==> config.mk <==
export PLATFORM = sky130hd
export DESIGN_NAME = bcd_scan_scheduler
export DESIGN_NICKNAME = d
export VERILOG_FILES = /design/src/rtl/bcd_scan_scheduler.sv
export SDC_FILE = /design/constraint.sdc
export NUM_CORES = 1
export LEC_CHECK = 0
export BUFFER_PORTS_ARGS = -buffer_cell sky130_fd_sc_hd__buf_2
export CORE_MARGIN = 3
export CORE_UTILIZATION = 54
export DETAILED_ROUTE_END_ITERATION = 16
export GPL_ROUTABILITY_DRIVEN = 0
export GPL_TIMING_DRIVEN = 0
export PLACE_DENSITY = 0.79
export SYNTH_ARGS = -nofsm -noshare
export SYNTH_HDL_FRONTEND = slang
export SYNTH_SLANG_ARGS = --single-unit
==> constraint.sdc <==
create_clock -name CLOCK_50 -period 2.6 [get_ports CLOCK_50]
set_input_delay 0.26 -clock CLOCK_50 [delete_from_list [all_inputs] [get_ports CLOCK_50]]
set_output_delay 0.26 -clock CLOCK_50 [all_outputs]
set_load 0.01 [all_outputs]
==> src/rtl/bcd_scan_scheduler.sv <==
// -----------------------------------------------------------------------------
// bcd_scan_scheduler
//
// Time-shares one external combinational BCD-to-seven-segment decoder among
// NDIG display digits. Each digit owns a 4-bit BCD register, written through a
// simple write port. A round-robin FSM presents each digit's code on dec_bcd.
// It then latches the decoder's answer (dec_seg) into that digit's HEX output
// register, and holds the slot for DWELL cycles in total.
//
// Optional leading-zero blanking replaces the code of a digit with 4'hF (all
// segments off) when that digit and every more significant digit are zero.
// Digit 0 is never blanked.
//
// Ports:
//   CLOCK_50    in   1        system clock, rising edge
//   reset       in   1        synchronous, active-high reset
//   wr_en       in   1        write strobe for a digit register
//   wr_addr     in   AW       digit index to write (>= NDIG ignored)
//   wr_data     in   4        BCD code to store (10..15 stored as-is)
//   blank_lz    in   1        1 = blank leading zeros
//   dec_bcd     out  4        registered code presented to the shared decoder
//   dec_seg     in   [0:6]    decoder result, active-low a..g
//   HEX         out  NDIG*7   digit i segments at [7i +: 7], active-low
//   sweep_done  out  1        one-cycle pulse after the last digit's capture
// -----------------------------------------------------------------------------
module bcd_scan_scheduler #(
  parameter int NDIG  = 4,
  parameter int DWELL = 4
) (
  input  logic                    CLOCK_50,
  input  logic                    reset,
  input  logic                    wr_en,
  input  logic [$clog2(NDIG)-1:0] wr_addr,
  input  logic [3:0]              wr_data,
  input  logic                    blank_lz,
  output logic [3:0]              dec_bcd,
  input  logic [0:6]              dec_seg,
  output logic [NDIG*7-1:0]       HEX,
  output logic                    sweep_done
);

  localparam int AW = $clog2(NDIG);
  localparam int CW = (DWELL > 2) ? $clog2(DWELL) : 1;
  localparam logic [AW-1:0] LAST_IDX  = AW'(NDIG - 1);
  localparam logic [CW-1:0] HOLD_LAST = CW'((DWELL > 2) ? (DWELL - 3) : 0);

  typedef enum logic [1:0] {
    LOAD,
    CAPTURE,
    HOLD
  } state_t;

  state_t          state;
  logic [AW-1:0]   idx;
  logic [AW-1:0]   next_idx;
  logic [CW-1:0]   cnt;
  logic [3:0]      digit [NDIG];
  logic [NDIG-1:0] zero_from;   // zero_from[i]: digit[i..NDIG-1] all zero
  logic            all_zero;
  logic [3:0]      eff_code;

  // ---------------------------------------------------------------------------
  // Digit registers
  // ---------------------------------------------------------------------------
  // NOTE: this small register array is reset so a freshly reset display shows
  // zeros instead of power-up garbage; it is flops, not a RAM macro.
  always_ff @(posedge CLOCK_50) begin
    if (reset) begin
      for (int i = 0; i < NDIG; i++) digit[i] <= 4'd0;
    end else if (wr_en && (int'(wr_addr) < NDIG)) begin
      // NOTE: non-blocking assignment so every flop samples pre-edge values.
      digit[wr_addr] <= wr_data;
    end
  end

  // ---------------------------------------------------------------------------
  // Leading-zero detection and effective code for the current slot
  // ---------------------------------------------------------------------------
  // NOTE: every variable gets a default before the loop, so no latch is built.
  always_comb begin
    zero_from = '0;
    all_zero  = 1'b1;
    for (int i = NDIG - 1; i >= 0; i--) begin
      all_zero     = all_zero & (digit[i] == 4'd0);
      zero_from[i] = all_zero;
    end
  end

  always_comb begin
    eff_code = digit[idx];
    if (blank_lz && (idx != '0) && zero_from[idx]) eff_code = 4'hF;
  end

  assign next_idx = (idx == LAST_IDX) ? '0 : idx + 1'b1;

  // ---------------------------------------------------------------------------
  // Scan FSM: LOAD -> CAPTURE -> HOLD (DWELL-2 cycles) -> LOAD of next digit.
  // The captured pattern comes from the code registered at LOAD. A write to
  // the digit during CAPTURE therefore only shows up on the next sweep.
  // ---------------------------------------------------------------------------
  always_ff @(posedge CLOCK_50) begin
    if (reset) begin
      state      <= LOAD;
      idx        <= '0;
      cnt        <= '0;
      dec_bcd    <= 4'hF;
      HEX        <= '1;
      sweep_done <= 1'b0;
    end else begin
      sweep_done <= 1'b0;
      case (state)
        LOAD: begin
          dec_bcd <= eff_code;
          state   <= CAPTURE;
        end
        CAPTURE: begin
          HEX[int'(idx) * 7 +: 7] <= dec_seg;
          sweep_done              <= (idx == LAST_IDX);
          cnt                     <= '0;
          if (DWELL == 2) begin
            idx   <= next_idx;
            state <= LOAD;
          end else begin
            state <= HOLD;
          end
        end
        HOLD: begin
          if (cnt == HOLD_LAST) begin
            idx   <= next_idx;
            state <= LOAD;
          end else begin
            cnt <= cnt + 1'b1;
          end
        end
        default: state <= LOAD;
      endcase
    end
  end

endmodule
==> summary.txt <==
Outcome
  • Outcome: finished, final reports clean

Yosys
  • Synth Net Count: 219
  • Area share of the largest cell type after synthesis: 34.2%
  • Post-synth EDFFs: 16
  • Number of synthesized register bits: 57
  • Synthesized area per cell: 12.3 um2
  • Synth unique cells: 38
  • Post-Syn Area: 0.00240 mm2
  • Top_reg_cell synth: dfxtp_1
  • Ranking of synthesized cells by area: dfxtp_1 (34%), edfxtp_1 (20%), a221o_1 (6.3%), a221o_2 (4.2%), and2_1 (4.2%)
  • Gate Count Post-Synth: 195
  • Area leader, netlist: dfxtp_1
  • Async S/R FF share, synth: 0%
  • Sequential fraction of the synthesis area: 54.2%
  • Synth Warn #: 0

Worst setup path
  • Critical-path maximum fanout: 9
  • Worst setup SP type: flop
  • Required time of the critical path: 2.88 ns
  • Critical Path End Type: flop
  • Critical path buffers and inverters: 2
  • Worst Path Arrival: 2.38 ns
  • Setup Crit Path Kind: reg2reg
  • Crit-path slowest cell: ha_1
  • Crit-path cells: buf_2, inv_1, ha_1, nor4b_4, a221o_2
  • Max incr delay on CP: 0.53 ns
  • Delay-heaviest family, CP: adder cells

Pwr
  • Seq pwr share: 48.7%
  • P_leak: 0.00110 uW
  • Max rail drop VDD: 0.000364 V
  • Combinational fraction of design power: 9.4%
  • Power Internal: 1580 uW
  • Clock network fraction of design power: 41.8%
  • Power Dens Cells: 699 mW/mm2
  • Net Sw Power: 461 uW
  • Sw frac: 22.6%

Clock tree
  • Hold buffer count at CTS: 0
  • CTS tree: built
  • Clk buf depth: 2
  • Post-CTS Setup Inserts: 0
  • Root buf cell: clkbuf_8
  • Clock Pin Slew Worst Setup and Hold Paths: 0.06 ns
  • Clk_lat worst skew: 0.33 ns
  • CTS Buf Count: 9
  • Sink Count: 57
  • H-tree depth: 3
  • Post-CTS Resized: 0

Cells and area
  • Number of antenna cells inserted: 0
  • Most frequent cells in the layout: buf_2 (49), dfxtp_1 (41), and2_1 (16), edfxtp_1 (16)
  • Layout area overhead: 21.3%
  • Nets: 278
  • Layout cells sized above 1: 35.5%
  • Fillers: 315
  • Commonest non-fill, non-tap cell in the layout: buf_2

Route
  • WL per Instance: 16.2 um
  • Remaining DRCs: 0
  • WL final: 5.01 mm
  • Drt initial violations: 126
  • Pre-antenna DRT Iters: 5
  • Detail Route Antenna Nets: 0
  • Via count: 1773
  • Vias per std cell: 5.74

GRT
  • Number of global-route vias before repair: 1679
  • Global-route wire length before repair: 7.97 mm
  • Gr usage total: 20.3%
  • Initial antenna violation count: 0
  • Pin count of the biggest net entering global routing: 11
  • Total congestion overflow: 0

Hold path
  • Hold Crit Class: in2reg

Timing
  • Final Cycle Share: 80.7%
  • Skew final: 0.0109 ns
  • RSZ-0062 raised after global routing: no
  • Headroom to the max-slew limit: 65.0%
  • Fin Setup TNS: 0 ns
  • # setup viols final: 0
  • Hold_ws: 0.218 ns
  • Post-route minimum period: 2.10 ns
  • Slew @ Worst Pin: 0.526 ns
  • Achievable Freq: 0.477 GHz
  • Final Max Tran Viols: 0
  • Fin. Hold Viols: 0

Placed design
  • Port Buf Inserts: 48
  • HPWL after DPL: 3.66 mm

Run
  • Max cap viols: 0

Die
  • I/O Pins: 50
  • Die height: 72.7 um
  • Initial Util: 58.0%
  • Die X: 72.7 um
  • Core area: 0.00414 mm2
  • Die area: 0.00529 mm2
  • Row count: 23
==> stage by stage <==
stage | total power (uW) | setup slack, ns | area, um2 | util (%) | cells
5_1_grt | 2110 | 0.379 | 2910 | 70.3 | 309
3_3_place_gp | 1200 | 0.548 | 2710 | 65.3 | 293
3_5_place_dp | 1200 | 0.526 | 2710 | 65.3 | 293
4_1_cts | 2050 | 0.514 | 2910 | 70.3 | 309
2_1_floorplan | 1130 | 0.776 | 2400 | - | 195
6_report | 2040 | 0.502 | 2910 | 70.3 | 309
==> synth_stat cells, types with 3 or more instances <==
cell,number
a211o_1,5
a21oi_1,7
a221o_1,15
a221o_2,9
and2_1,16
clkbuf_1,5
dfxtp_1,41
edfxtp_1,16
ha_1,7
inv_1,5
mux4_2,4
nand2_1,5
nor2_1,15
nor3_1,7
nor3b_1,3
nor4_1,4
==> cell type report <==
type	instances	area, um2	area share [%]
Sequential cell	57	1300	44.7
Buffer	8	46.3	1.59
Timing Repair Buffer	48	240	8.24
Clock inverter	2	35.0	1.20
Inverter	5	18.8	0.644
Tap cell	50	62.6	2.15
Clock buffer	14	174	5.97
Multi-Input combinational cell	125	1040	35.6
==> state kept, by name, indices dropped and copies added (netlist names), named ones only <==
name / count
sweep_done: 1
digit: 16
idx: 2
cnt: 2
state: 2
HEX: 28
dec_bcd: 4
==> cells by family after synthesis <==
logic type / count (synthesis) / share of synthesized area (%)
simple gates: 70 / 19.4
flops: 57 / 54.2
compound gates: 43 / 15.9
mux: 5 / 4.17
fa+ha+maj: 7 / 3.65
buf+inv: 13 / 2.71
==> power by group through the flow <==
stage	registers [uW]	logic (uW)	clock network, uW
6_report	992	192	852
5_1_grt	997	213	901
4_1_cts	993	194	865
3_5_place_dp	1010	192	0
3_3_place_gp	1010	189	0
2_1_floorplan	1010	116	0
==> worst paths after layout <==
path / from / to / slack (ns) / cells past startpoint
worst max-delay path: idx[0]$_SDFFE_PP0P_ / HEX[14]$_SDFFE_PP1P_ / 0.50 / 5
worst min-delay path: dec_seg[6] / HEX[7]$_SDFFE_PP1P_ / 0.22 / 2
worst max register to register: idx[0]$_SDFFE_PP0P_ / HEX[14]$_SDFFE_PP1P_ / 0.50 / 5
worst min register to register: HEX[13]$_SDFFE_PP1P_ / HEX[13]$_SDFFE_PP1P_ / 0.45 / 1
==> worst reg2reg max path, delay by kind of cell (launching register included) <==
family | cells | cell delay [ns]
AO/OA/AOI/OAI | 1 | 0.23
flip-flops | 1 | 0.39
AND/OR/NAND/NOR | 1 | 0.46
adder cells (fa/ha/maj) | 1 | 0.53
buffers and inverters | 2 | 0.44
==> routing by layer <==
layer  vias up  GRT usage, %  wire length [um]
met5         -             0                 0
met4         0          12.1               114
met3        10          5.10               323
met2        54          31.2              2360
met1       849          25.9              2210
li1        860             -                 -
No activity file was read; power rests on OpenSTA's default activity.
